$ cat config.mk
export PLATFORM = sky130hd
export DESIGN_NAME = uart_rx
export DESIGN_NICKNAME = d
export VERILOG_FILES = /design/src/rtl/uart_pkg.sv /design/src/rtl/uart_sync2.sv /design/src/rtl/uart_rx.sv
export SDC_FILE = /design/constraint.sdc
export NUM_CORES = 1
export LEC_CHECK = 0
export BUFFER_PORTS_ARGS = -buffer_cell sky130_fd_sc_hd__buf_2
export CORE_MARGIN = 2
export CORE_UTILIZATION = 25
export DETAILED_ROUTE_END_ITERATION = 12
export GPL_TIMING_DRIVEN = 0
export SLEW_MARGIN = 20
export SYNTH_ARGS = -nofsm -noshare
export SYNTH_HDL_FRONTEND = slang
export SYNTH_HIERARCHICAL = 1
export SYNTH_SLANG_ARGS = --single-unit
$ cat constraint.sdc
create_clock -name clk -period 2.4 [get_ports clk]
set_input_delay 0.72 -clock clk [delete_from_list [all_inputs] [get_ports clk]]
set_output_delay 0.72 -clock clk [all_outputs]
set_load 0.05 [all_outputs]
$ cat src/rtl/uart_pkg.sv
// Shared UART definitions: frame geometry, receiver state encoding and the
// baud divider helper used to size bit timers.
package uart_pkg;

  // Payload bits per frame (8N1).
  localparam int unsigned DATA_BITS = 8;

  // Receiver states. The 3-bit encoding is kept stable for external probes.
  typedef enum logic [2:0] {
    IDLE      = 3'd0,
    START     = 3'd1,
    DATA      = 3'd2,
    STOP      = 3'd3,
    WAIT_HIGH = 3'd4
  } rx_state_e;

  // Clock cycles per line bit (integer division, truncating).
  function automatic int unsigned bit_cnt(input int unsigned clk_rate,
                                          input int unsigned baud);
    return clk_rate / baud;
  endfunction

endpackage

$ cat src/rtl/uart_sync2.sv
// Two-flop synchroniser for asynchronous single-bit inputs (serial pins,
// buttons). Both stages reset to RST_VAL so an idle-high line does not
// produce a spurious edge as reset is released.
module uart_sync2
  import uart_pkg::*;
#(
  parameter logic RST_VAL = 1'b1
) (
  input  logic clk,
  input  logic rst,
  input  logic d,
  output logic q
);

  logic [1:0] sync_q;
  logic [1:0] sync_d;

  // Next value: shift the raw input into the first stage.
  always_comb begin
    sync_d = {sync_q[0], d};
  end

  // Synchroniser stages.
  always_ff @(posedge clk or posedge rst) begin
    if (rst) begin
      sync_q <= {2{RST_VAL}};
    end else begin
      sync_q <= sync_d;
    end
  end

  assign q = sync_q[1];

endmodule

$ cat src/rtl/uart_rx.sv
// UART receiver, 8N1 (1 start bit, 8 data bits LSB first, >= 1 stop bit).
// A second stop bit simply looks like idle line. Each good byte is reported
// with a one-cycle rx_valid pulse; a low stop bit gives a one-cycle
// rx_frame_err pulse and the receiver then waits for the line to go high.
module uart_rx
  import uart_pkg::*;
#(
  parameter int unsigned BAUDRATE = 115200,
  parameter int unsigned CLK_RATE = 50000000
) (
  input  logic       clk,
  input  logic       rst,
  input  logic       rx,
  output logic [7:0] rx_data,
  output logic       rx_valid,
  output logic       rx_frame_err,
  output logic       rx_busy
);

  localparam int unsigned BIT_CNT  = bit_cnt(CLK_RATE, BAUDRATE);
  localparam int unsigned HALF_CNT = BIT_CNT / 2;
  localparam logic [31:0] BIT_LAST  = 32'(BIT_CNT - 1);
  localparam logic [31:0] HALF_LAST = 32'(HALF_CNT - 1);
  localparam logic [2:0]  LAST_IDX  = 3'(DATA_BITS - 1);

  // Synchronised line and its one-cycle-delayed copy for edge detection.
  logic rx_s;
  logic rx_s_d_q;
  logic fall;

  rx_state_e             state_q,   state_d;
  logic [31:0]           cnt_q,     cnt_d;
  logic [2:0]            bit_idx_q, bit_idx_d;
  logic [DATA_BITS-1:0]  shift_q,   shift_d;
  logic [DATA_BITS-1:0]  data_q,    data_d;
  logic                  valid_q,   valid_d;
  logic                  ferr_q,    ferr_d;
  logic                  busy_q,    busy_d;

  uart_sync2 #(
    .RST_VAL(1'b1)
  ) u_sync (
    .clk(clk),
    .rst(rst),
    .d  (rx),
    .q  (rx_s)
  );

  assign fall = rx_s_d_q && !rx_s;

  // Next-state logic: mid-bit sampling FSM with a free-running bit timer.
  always_comb begin
    state_d   = state_q;
    cnt_d     = cnt_q + 32'd1;
    bit_idx_d = bit_idx_q;
    shift_d   = shift_q;
    data_d    = data_q;
    valid_d   = 1'b0;
    ferr_d    = 1'b0;

    unique case (state_q)
      IDLE: begin
        if (fall) begin
          state_d = START;
        end
      end

      START: begin
        // Re-check the line half a bit in to reject glitches.
        if (cnt_q == HALF_LAST) begin
          if (rx_s) begin
            state_d = IDLE;
          end else begin
            state_d   = DATA;
            bit_idx_d = '0;
          end
        end
      end

      DATA: begin
        // The timer restarts per bit so every sample stays mid-bit.
        if (cnt_q == BIT_LAST) begin
          shift_d[bit_idx_q] = rx_s;
          cnt_d              = '0;
          if (bit_idx_q == LAST_IDX) begin
            state_d = STOP;
          end else begin
            bit_idx_d = bit_idx_q + 3'd1;
          end
        end
      end

      STOP: begin
        if (cnt_q == BIT_LAST) begin
          if (rx_s) begin
            data_d  = shift_q;
            valid_d = 1'b1;
            state_d = IDLE;
          end else begin
            ferr_d  = 1'b1;
            state_d = WAIT_HIGH;
          end
        end
      end

      WAIT_HIGH: begin
        // A held-low line (break) must not be mistaken for a start bit.
        if (rx_s) begin
          state_d = IDLE;
        end
      end

      default: begin
        state_d = IDLE;
      end
    endcase

    if (state_d != state_q) begin
      cnt_d = '0;
    end

    busy_d = (state_d != IDLE);
  end

  // State, timer, datapath and registered outputs.
  always_ff @(posedge clk or posedge rst) begin
    if (rst) begin
      rx_s_d_q  <= 1'b1;
      state_q   <= IDLE;
      cnt_q     <= '0;
      bit_idx_q <= '0;
      shift_q   <= '0;
      data_q    <= '0;
      valid_q   <= 1'b0;
      ferr_q    <= 1'b0;
      busy_q    <= 1'b0;
    end else begin
      rx_s_d_q  <= rx_s;
      state_q   <= state_d;
      cnt_q     <= cnt_d;
      bit_idx_q <= bit_idx_d;
      shift_q   <= shift_d;
      data_q    <= data_d;
      valid_q   <= valid_d;
      ferr_q    <= ferr_d;
      busy_q    <= busy_d;
    end
  end

  assign rx_data      = data_q;
  assign rx_valid     = valid_q;
  assign rx_frame_err = ferr_q;
  assign rx_busy      = busy_q;

endmodule

# Word-level counts from Yosys, hierarchy flattened
# Index checks and enable logic that the tools add are counted.
# W data, S select, Z words.
# totals
memories,0
regBits,60
input_bits,3
romBits,0
ramBits,0
word_cells,61
latchBits,0
output_inout_bits,11
# classes
n_shift,0
mux,26
eq_ne,12
bitwise,0
div,0
n_mul,0
order_cmp,2
n_addsub,2
n_reduce_logical,9
# ops
operator,count
$mux W32,3
$mux W3,11
$add A32 B1 Y32 const B,1
$eq A32 B8 Y1 const B,1
$eq A32 B9 Y1 const B,1
$pmux W3 S5,1
$bwmux W8,1
$ne A2 B2 Y1 const B,4
$mux W1,7
$eq A3 B2 Y1 const B,2
$eq A3 B3 Y1 const B,2
$pmux W3 S2,1
$reduce_and A5 Y1,1
$lt A3 B4 Y1 const B,1
$add A3 B1 Y3 const B,1
$demux W1 S3,1
$eq A3 B1 Y1 const B,1
$ge A3 B1 Y1 const B,1
$logic_not A3 Y1,1
$ne A3 B3 Y1,1
$reduce_and A3 Y1,1
$reduce_bool A3 Y1,1
$logic_and A1 B1 Y1,2
$mux W2,1
3 further kinds,3

# Depth between registers and ports, before layout
# Gate-level depths: netlist of the first run.
# logic_depth
depth_word,6
ltp_mapped,8

# Hierarchy
# The synthesis of the first run kept the hierarchy.
# by_module_without_submodules
mod,area_per_inst_um2,n_inst,cells_per_inst,seq_area_each_um2
uart_rx,3076.7,1,304,1452.6
uart_sync2,56.3,1,3,52.6

# Worst setup path after synthesis of the first run
# Ideal clock, no wire load.
# synth_path
path_type,flip-flop to flip-flop
from,reg cnt_q[1]
to,reg shift_q[1]
required_time_ns,2.275
setup_ns,0.125
t_arrival_ns,1.885
n_path_buf,0
path_slack_ns,0.390
stages_incl_launch_ff,8
period_less_slack_ns,2.010
path_cell_list,dfrtp_1 inv_1 ha_1 nand3b_1 nor2_1 nand4_2 nor4b_1 mux2_2
# synth_via
elab_chain_len,2
# synth_lines
item,line_no,text
from (decl),uart_rx.sv:32,"logic [31:0] cnt_q, cnt_d;"
from (signal assigned),uart_rx.sv:140,cnt_q <= cnt_d;
$eq A32 B9 Y1,uart_rx.sv:82,if (cnt_q == BIT_LAST) begin
$reduce_and A2 Y1 (no source line),--,
to (signal assigned),uart_rx.sv:142,shift_q <= shift_d;
to (decl),uart_rx.sv:34,"logic [DATA_BITS-1:0] shift_q, shift_d;"
# No other way between the ends.
# A chain may end at the register's enable or synchronous reset.

# Worst setup path in the final report of the first run
# layout_path
from,reg cnt_q[13]
to,reg shift_q[1]
# Same word-level chain as after synthesis.

==> metrics.md, run 1 <==
| Metric | Value |
|---|---|
| Max-slew violation count | 0 |
| Synth top area cells | dfrtp_1, xnor2_1, mux2_2, nor2_1, nor3_1 |
| Post-synth EDFFs | 0 |
| Post-DP HPWL | ~4300 um |
| CP delay by family, top | simple AND/OR/NAND/NOR gates |
| P_sw | 724.0 uW |
| Final nets | 339 |
| Asr flop ratio synth | 100.0% |
| Iter 0 DRT Violations | 183 |
| Clk_skew | 0.008266 ns |
| #FFs+latches synth | 60 |
| Count leader, synth | dfrtp_1 |
| Drc violations | 0 |
| RSZ-0062 raised after global routing | false |
| Yosys top cell by area | dfrtp_1 |
| Core area | 12110 um^2 |
| CTS tree | yes |
| Final wirelength | 6286 um |
| Clock-pin slew on the worst setup and hold paths | roughly 0.060 ns |
| Worst endpoint required time | approximately 2.6 ns |
| First-pass GRT wire length | 10950 um |
| Final Cycle Share | 92.06% |
| Placer Congestion | between 0.8 and 0.9 |
| Pwr dens | 754.2 nW/um^2 |
| Vias | between 2000 and 2500 |
| Reg power frac | 40.8% |
| Setup Crit Path Kind | flop to flop |
| Vias in the first global route | 2257 |
| Total power | 2818 uW |
| Num rows | 40 |
| Sequential cell area fraction in the yosys report | 48.04% |
| Die area | 13440 um^2 |
| Post-synthesis net count | 315 |
| Min Clock Period, post-route | 2.209 ns |
| Clk buf depth | 2 |
| Grt total ovfl | 0 |
| Synth top cells by count | dfrtp_1, nor2_1, xnor2_1 |
| FF-to-FF setup slack | 0.19 ns |
| Top_reg_cell synth | dfrtp_1 |
| Clock group share of total power | 47.9% |
| CTS Root Cell | clkbuf_16 |
| Total CTS buffers | 9 |
| Clock sinks | 60 |
| Global Route Usage Sum | 10.36% |
| Worst relative slew slack | between 50 and 60% |
| Max VDD drop | 280.1 uV |
| Largest net degree at the start of global routing | 59 |
| Die W | between 100 and 150 um |
| Final hold vios | 0 |
| Syn Area/Cell | 10.21 um^2 |
| Type of the tightest min-delay check | flop to flop |
| Final setup fails | 0 |
| Synth Instances | a little over 300 |
| Diodes inserted | 0 |
| Max-cap violations | 0 |
| Die height | 115.9 um |
| DRT antenna net count | 0 |
| Worst-path cell chain | or4_4, nor2_4, nand4_2, nor4b_1, mux2_2 |
| First drt pass iteration count | 4 |
| Net Sw Frac | 25.69% |
| Synth warn | 6 |
| Critical path launch point type | flop |
| Buf+Inv Stages, Crit Path | 0 |
| Maximum clock rate | 452.6 MHz |
| Leak | 0.001615 uW |
| Worst setup EP type | flop |
| H-tree depth | 3 |
| # fillers | around 1300 |
| Slowest cell on the critical path | or4_4 |
| Layout cell share with drive strength beyond 1 | 22.02% |
| Yosys top cell area share | 45.53% |
| Via density | 4.516 |
| Count of unique library cells instantiated by Yosys | 54 |
| PortBufs | 13 |
| Starting density of the core | 25.87% |
| Worst skew pair latency | 0.33 ns |
| Post-Synthesis Cell Area | about 3100 um^2 |
| Status | finished, final reports clean |
| Crit Path Max Fanout | 6 |
| Arrival @ worst endpoint | 2.42 ns |
| Cts hold-fix bufs | 0 |
| Combinational Power Share | approximately 11% |
| # IOs | 14 |
| Area grow syn2layout | 19.25% |
| Hold WS | 0.3496 ns |
| Initial antenna violation count | 0 |
| Setup TNS | 0 ns |
| WL per Instance | ~12 um |
| CP max stage delay | approximately 0.56 ns |
| Pint | 2094 uW |
| Worst Max-Slew Pin Slew | ~0.7 ns |
power by group through the flow:
stage	Sequential, uW	Clock [uW]	Combinational, uW
2_1_floorplan	1150	0	245
3_3_place_gp	1160	0	315
3_5_place_dp	1160	0	321
4_1_cts	1150	1390	321
5_1_grt	1160	1450	358
6_report	1150	1350	319
through the flow:
step	setup slack [ns]	util, %	instance area, um^2	std cells
final	0.1905	30.85	3736	504
after global routing	0.03073	30.85	3736	504
after CTS	0.08823	30.77	3727	504
after detailed placement	0.1109	28.16	3411	488
after global placement	-0.5078	28.14	3408	488
after floorplan	0.2537	-	3133	307
cell type report:
| class | count | area (um^2) | area share (%) |
|---|---|---|---|
| Tap cell | 168 | 210.2 | 5.626 |
| Buffer | 17 | 86.33 | 2.311 |
| Clock buffer | 9 | 225.2 | 6.028 |
| Clock inverter | 7 | 91.34 | 2.445 |
| Inverter | 14 | 55.05 | 1.474 |
| Timing Repair Buffer | 13 | 65.06 | 1.741 |
| Multi-Input combinational cell | 216 | 1498 | 40.09 |
| Sequential cell | 60 | 1505 | 40.29 |
cells by family after synthesis:
logic type	synth area share, %
compound gates	4.992
xor+xnor	8.387
fa+ha+maj	1.997
buf+inv	4.432
flops	48.04
mux	5.751
simple gates	26.40
placed cells by master (no fill, tap or decap), types with 5 or more instances in the layout:
cell type  netlist  routed
ha_1             5       5
buf_2            5      18
nand3_1         12      12
inv_1           14      13
and3_1           5       5
nand4_1          9       9
mux2_2          14      14
nor4_1          10      10
nand2_1         14      14
clkbuf_1         8       8
xnor2_1         25      25
nor3_1          21      20
clkbuf_16        0       9
nor2_1          41      40
dfrtp_1         57      57
xor2_1           5       5
what timing repair did:
item,4_1_cts,5_1_grt
gates resized for setup,0,3
setup endpoints to repair,0,21
buffers inserted,0,0
state kept, by name, indices dropped and copies added, names as in the netlist, 2 cells and up:
signal and count:
shift_q 8, state_q 3, rx_data 8, bit_idx_q 3, cnt_q 32, u_sync/sync_q 2
layer usage:
layer  global-route usage (%)  wire length [um]  vias up
met3                    3.766               200        2
met4                    3.730                24        0
met2                    16.57              3022       30
li1                         -                 -     1125
met5                        0                 0        -
met1                    12.90              3039     1119
final timing paths:
| path | startpoint | to | depth (start not counted) |
|---|---|---|---|
| max in group asynchronous | rst | bit_idx_q[0]$_DFFE_PP0P_ | 2 |
| min in group asynchronous | rst | u_sync/sync_q[1]$_DFF_PP1_ | 2 |
| worst min register to register | u_sync/sync_q[0]$_DFF_PP1_ | u_sync/sync_q[1]$_DFF_PP1_ | 0 |
| worst min-delay path | u_sync/sync_q[0]$_DFF_PP1_ | u_sync/sync_q[1]$_DFF_PP1_ | 0 |
| worst max register to register | cnt_q[13]$_DFF_PP0_ | shift_q[1]$_DFFE_PP0P_ | 5 |
| worst max-delay path | cnt_q[13]$_DFF_PP0_ | shift_q[1]$_DFFE_PP0P_ | 5 |
Power figures use the tool's default switching activity.
==> run 2: changes to the inputs <==
MAX_ROUTING_LAYER = met4   (was default)
PLACE_DENSITY = 0.44   (was default)
==> run 2 against run 1 <==
Against the previous run:
- global-route usage up 0.94 points
- cell count increased by 0.20%
- combinational power rose by 9.1%
- power up 6.6%
- critical path depth unchanged
- clock-buffer cell count up 1
- hold slack lost 0.0050 ns
- non-clock buffer count up 1
- fmax decreased by 1.2%
- routed wire length rose by 3.5%
- cell area grew 2.2%
- die area unchanged
==> metrics.md, run 2 (synthesis gave the netlist of run 1 again) <==
| Metric | Value |
|---|---|
| Maximum clock rate | 447.1 MHz (-1.2%) |
| Buf+Inv Stages, Crit Path | 0 (unchanged) |
| Largest net degree at the start of global routing | 41 (-31%) |
| Grt total ovfl | 0 (unchanged) |
| Global Route Usage Sum | 11.30% (+0.94 points) |
| Min Clock Period, post-route | 2.237 ns (+0.02713 ns) |
| Critical path launch point type | flop |
| H-tree depth | 3 (unchanged) |
| Max reg flops | 32 (unchanged) |
| Arrival @ worst endpoint | 2.44 ns (+0.02 ns) |
| Placer Congestion | 0.7592 (-8.6%) |
| Final setup fails | 0 (unchanged) |
| Worst skew pair latency | 0.32 ns (about the same) |
| Die W | 115.9 um (unchanged) |
| DRT antenna net count | 0 (unchanged) |
| Worst endpoint required time | 2.61 ns (about the same) |
| # placed instances | 489 (+0.20%) |
| Final wirelength | 6507 um (+3.5%) |
| Iter 0 DRT Violations | 82 (-55%) |
| Pwr dens | 786.7 nW/um^2 (+4.3%) |
| Clock-pin slew on the worst setup and hold paths | 0.06 ns (about the same) |
| Met2 Use GR | 17.78% (+1.2 points) |
| Reg power frac | 38.1% (-2.7 points) |
| Crit Path Max Fanout | 6 (unchanged) |
| Core area | 12110 um^2 (unchanged) |
| Initial antenna violation count | 0 (unchanged) |
| CP delay by family, top | simple AND/OR/NAND/NOR gates |
| Max-slew violation count | 0 (unchanged) |
| Vias | 2294 (+0.79%) |
| Final hold vios | 0 (unchanged) |
| First drt pass iteration count | 4 (unchanged) |
| Setup Crit Path Kind | flop to flop |
| Final Cycle Share | 93.19% (+1.1 points) |
| PortBufs | 13 (unchanged) |
| Max-cap violations | 0 (unchanged) |
| WL per Instance | 12.89 um (+3.3%) |
| M3 GR Usage | 3.138% (-0.63 points) |
| Area grow syn2layout | 21.85% |
| Clk_skew | 0.009107 ns (+0.0008409 ns) |
| Worst-path cell chain | or4_4, nor2_4, nand4_2, nor4b_2, mux2_2 |
| RSZ-0062 raised after global routing | false |
| Type of the tightest min-delay check | input pin to asynchronous set/reset pin |
| CTS Root Cell | clkbuf_16 |
| Worst relative slew slack | 57.67% (+4.7 points) |
| Layout cell share with drive strength beyond 1 | 22.85% (+0.82 points) |
| Worst Max-Slew Pin Slew | 0.6350 ns (-0.06997 ns) |
| Met1 usage | 14.39% (+1.5 points) |
| Clock group share of total power | 50.3% (+2.4 points) |
| Pint | 2252 uW (+7.5%) |
| Vias in the first global route | 2362 (+4.7%) |
| Leak | 0.001643 uW (+1.7%) |
| Final nets | 340 (+0.29%) |
| Slowest cell on the critical path | or4_4 |
| # IOs | 14 (unchanged) |
| Final non-filler cell total | 505 (+0.20%) |
| # fillers | 1265 (-1.5%) |
| Clk buf depth | 2 (unchanged) |
| Worst setup EP type | flop |
| Commonest non-fill, non-tap cell in the layout | dfrtp_1 |
| Diodes inserted | 0 (unchanged) |
| Net Sw Frac | 25.02% (-0.67 points) |
| CP max stage delay | 0.55 ns (about the same) |
| Drc violations | 0 (unchanged) |
| Num rows | 40 (unchanged) |
| Max VDD drop | 360.0 uV (+29%) |
| Clock sinks | 60 (unchanged) |
| Commonest cells after routing, fill and taps aside | dfrtp_1, nor2_1, xnor2_1 |
| Die area | 13440 um^2 (unchanged) |
| CTS tree | yes |
| Setup TNS | 0 ns (unchanged) |
| First-pass GRT wire length | 11670 um (+6.6%) |
| Via density | 4.543 (+0.59%) |
| Cts hold-fix bufs | 0 (unchanged) |
| P_sw | 751.4 uW (+3.8%) |
| Post-DP HPWL | 4493 um (+3.9%) |
| Status | finished, final reports clean |
| Die height | 115.9 um (unchanged) |
| Top reg by flops | cnt_q |
| Combinational Power Share | 11.6% (+0.3 points) |
| Starting density of the core | 25.87% (unchanged) |
| Total CTS buffers | 9 (unchanged) |
| Gr busiest metal | met2 |
[run 2: worst reg2reg max path, delay by kind of cell, from the launching register on]
kind | cells | cell delay, ns
AND/OR/NAND/NOR | 4 | 1.34
flip-flops | 1 | 0.44
multiplexers | 1 | 0.36
[run 2: final cells by class]
type	count	area, um^2	share of cell area [%]
clock inverter	6	111.4	2.917
buffer	17	88.84	2.327
timing repair buffer	14	85.08	2.229
tap	168	210.2	5.506
clock buffer	10	239.0	6.260
inverter	14	55.05	1.442
multi-input combinational	216	1523	39.89
sequential	60	1505	39.43
[run 2: per-stage QoR]
stage	util (%)	power, uW	cell area [um^2]	worst slack, ns	hold slack (ns)
after floorplan	-	1395	3133	0.2537	0.3452
after global placement	28.14	1487	3408	-0.6414	0.3479
after detailed placement	28.33	1494	3431	0.03317	0.3472
after CTS	31.23	3024	3782	0.05243	0.3501
after global routing	31.52	3151	3817	0.02822	0.3619
final	31.52	3003	3817	0.1634	0.3446
[run 2: what timing repair did]
action	CTS	global route
resized for setup	1	7
endpoints found under the setup margin	1	39
pin swaps	0	0
buffers inserted	0	0
[run 2: metal layers]
layer	share of wire, %	vias to the layer above
met5	0	-
met4	1.0	0
met3	3.3	9
met2	48	28
met1	48	1128
li1	-	1129
[run 2: power by group through the flow]
stage	sequential, uW	clock (uW)	combinational, uW
floorplan	1150	0	245
global placement	1160	0	326
detailed placement	1160	0	332
CTS	1140	1550	334
global route	1160	1590	405
finish	1140	1510	348
[run 2: final timing paths]
check	start	endpoint	slack, ns	depth (start not counted)
max	cnt_q[14]$_DFF_PP0_	shift_q[2]$_DFFE_PP0P_	0.16	5
max in group asynchronous	rst	cnt_q[28]$_DFF_PP0_	1.56	3
max reg2reg	cnt_q[14]$_DFF_PP0_	shift_q[2]$_DFFE_PP0P_	0.16	5
min	rst	state_q[1]$_DFF_PP0_	0.34	2
min in group clk	u_sync/sync_q[0]$_DFF_PP1_	u_sync/sync_q[1]$_DFF_PP1_	0.36	0
min reg2reg	u_sync/sync_q[0]$_DFF_PP1_	u_sync/sync_q[1]$_DFF_PP1_	0.36	0
==> run 3: changes to the inputs <==
PLACE_DENSITY = 0.49   (was 0.44)
==> run 3 against run 2 <==
Against the previous run:
- hold slack got worse by 0.00084 ns
- fmax rose by 1.9%
- flip-flop and latch count stayed put
- die area unchanged
- critical path depth increased by 2
- power is 8.0% lower
- clock power down 15%
==> metrics.md, run 3 (synthesis gave the netlist of run 1 again) <==
| Metric | Value |
|---|---|
| Global Route Usage Sum | 11.02% (-0.28 points) |
| First-pass GRT wire length | 11290 um (-3.3%) |
| Leak | 0.001607 uW (-2.2%) |
| Layout cell share with drive strength beyond 1 | 22.26% (-0.59 points) |
| Worst relative slew slack | 56.14% (-1.5 points) |
| Final nets | 340 (unchanged) |
| Combinational Power Share | 11.9% (+0.3 points) |
| Vias | 2291 (-0.13%) |
| CP max stage delay | 0.35 ns (-0.20 ns) |
| Placer Congestion | 0.7812 (+2.9%) |
| Iter 0 DRT Violations | 99 (+21%) |
| Clk buf depth | 2 (unchanged) |
| Clk_skew | 0.004626 ns (-0.004481 ns) |
| Post-DP HPWL | 4531 um (+0.84%) |
| Max-slew violation count | 0 (unchanged) |
| PortBufs | 13 (unchanged) |
| Min Clock Period, post-route | 2.195 ns (-0.04185 ns) |
| Total CTS buffers | 9 (unchanged) |
| Final Cycle Share | 91.45% (-1.7 points) |
| Max reg flops | 32 (unchanged) |
| Final hold vios | 0 (unchanged) |
| Via density | 4.537 (-0.13%) |
| Worst Max-Slew Pin Slew | 0.6578 ns (+0.02283 ns) |
| Critical path launch point type | flop |
| Pint | 2003 uW (-11%) |
| Num rows | 40 (unchanged) |
| Setup TNS | 0 ns (unchanged) |
| # fillers | 1282 (+1.3%) |
| Setup Crit Path Kind | flop to flop |
| Clock sinks | 60 (unchanged) |
| DRT antenna net count | 0 (unchanged) |
| Vias in the first global route | 2194 (-7.1%) |
| Type of the tightest min-delay check | input pin to asynchronous set/reset pin |
| Worst endpoint required time | 2.61 ns (about the same) |
| Crit Path Max Fanout | 10 (+4) |
| Max VDD drop | 345.1 uV (-4.1%) |
| Maximum clock rate | 455.6 MHz (+1.9%) |
| First drt pass iteration count | 4 (unchanged) |
| WL per Instance | 12.74 um (-1.1%) |
| Worst-path cell chain | clkbuf_1, nor4_1, and4_2, and2_2, a2bb2oi_2, buf_2, nor2_1 |
| Largest net degree at the start of global routing | 41 (unchanged) |
| Top reg by flops | cnt_q |
| Area grow syn2layout | 19.37% |
| Commonest cells after routing, fill and taps aside | dfrtp_1, nor2_1, xnor2_1 |
| CTS tree | yes |
| H-tree depth | 3 (unchanged) |
| P_sw | 759.2 uW (+1.0%) |
| Arrival @ worst endpoint | 2.40 ns (-0.04 ns) |
| Starting density of the core | 25.87% (unchanged) |
| Pwr dens | 738.6 nW/um^2 (-6.1%) |
| Core Util, Final | 30.88% (-0.64 points) |
| Net Sw Frac | 27.48% (+2.5 points) |
| Status | finished, final reports clean |
| Drc violations | 0 (unchanged) |
| Max-cap violations | 0 (unchanged) |
| Commonest non-fill, non-tap cell in the layout | dfrtp_1 |
| Worst skew pair latency | 0.33 ns (about the same) |
| Die W | 115.9 um (unchanged) |
| Die area | 13440 um^2 (unchanged) |
| Clock-pin slew on the worst setup and hold paths | 0.05 ns (about the same) |
| Worst setup EP type | flop |
| # IOs | 14 (unchanged) |
| Final wirelength | 6436 um (-1.1%) |
| Initial antenna violation count | 0 (unchanged) |
| Core area | 12110 um^2 (unchanged) |
| RSZ-0062 raised after global routing | false |
| CTS Root Cell | clkbuf_16 |
| Reg power frac | 41.3% (+3.2 points) |
| Slowest cell on the critical path | dfrtp_1 |
| Clock group share of total power | 46.8% (-3.5 points) |
| Die height | 115.9 um (unchanged) |
| Final setup fails | 0 (unchanged) |
| Grt total ovfl | 0 (unchanged) |
| Diodes inserted | 0 (unchanged) |
-- run 3: cell count changes in the layout (fill, tap and decap cells not counted), sizes merged --
cell / before / now
buf: 21 / 22
bufinv: 3 / 1
clkbuf: 20 / 18
clkinv: 2 / 1
clkinvlp: 1 / 3
inv: 14 / 16
-- run 3: repair_timing --
action,in CTS,in global routing
buffers inserted,0,0
hold buffers,0,0
resized for setup,0,3
hold endpoints to repair,0,0
setup endpoints to repair,0,31
-- run 3: per-stage QoR --
stage	power (uW)	setup WS [ns]	instance area [um^2]	std cells	hold slack, ns
3_5_place_dp	1492	0.1078	3431	489	0.3537
5_1_grt	2915	0.01801	3740	505	0.3512
3_3_place_gp	1483	-0.5905	3408	488	0.3492
4_1_cts	2807	0.08168	3731	505	0.3436
2_1_floorplan	1395	0.2537	3133	307	0.3452
6_report	2762	0.2052	3740	505	0.3438
-- run 3: routing by layer --
layer	GRT usage (%)	part of all wire, %	vias up
met5	-	0	-
met4	2.381	0.28	0
met3	3.452	4.2	4
met2	16.49	47	41
met1	14.70	48	1118
li1	-	-	1128
-- run 3: worst paths after layout --
| kind | startpoint | end | slack (ns) | depth (start not counted) |
|---|---|---|---|---|
| setup reg to reg | cnt_q[20]$_DFF_PP0_ | cnt_q[10]$_DFF_PP0_ | 0.21 | 7 |
| max in group asynchronous | rst | cnt_q[4]$_DFF_PP0_ | 1.56 | 3 |
| min in group clk | u_sync/sync_q[0]$_DFF_PP1_ | u_sync/sync_q[1]$_DFF_PP1_ | 0.36 | 0 |
| hold / removal | rst | state_q[0]$_DFF_PP0_ | 0.34 | 2 |
| setup / recovery | cnt_q[20]$_DFF_PP0_ | cnt_q[10]$_DFF_PP0_ | 0.21 | 7 |
| hold reg to reg | u_sync/sync_q[0]$_DFF_PP1_ | u_sync/sync_q[1]$_DFF_PP1_ | 0.36 | 0 |
-- run 3: layout make-up --
type                       count  area (um^2)  share of cell area [%]
clock buffer                   9        225.2                   6.022
timing repair buffer          14        85.08                   2.275
tap                          168        210.2                   5.621
clock inverter                 7        75.07                   2.007
multi-input combinational    216         1498                   40.05
sequential                    60         1505                   40.25
inverter                      14        55.05                   1.472
buffer                        17        86.33                   2.308
-- run 3: critical path, delay by kind of cell, from the launching register on --
family          cells  cell delay (ns)
compound gates      1             0.27
simple gates        4             1.00
flops               1             0.35
buf+inv             2             0.45
-- run 3: power groups by stage --
stage | combinational (uW) | sequential (uW) | clock [uW]
floorplan | 245 | 1150 | 0
global placement | 323 | 1160 | 0
detailed placement | 332 | 1160 | 0
CTS | 333 | 1140 | 1330
global route | 374 | 1160 | 1390
finish | 328 | 1140 | 1290
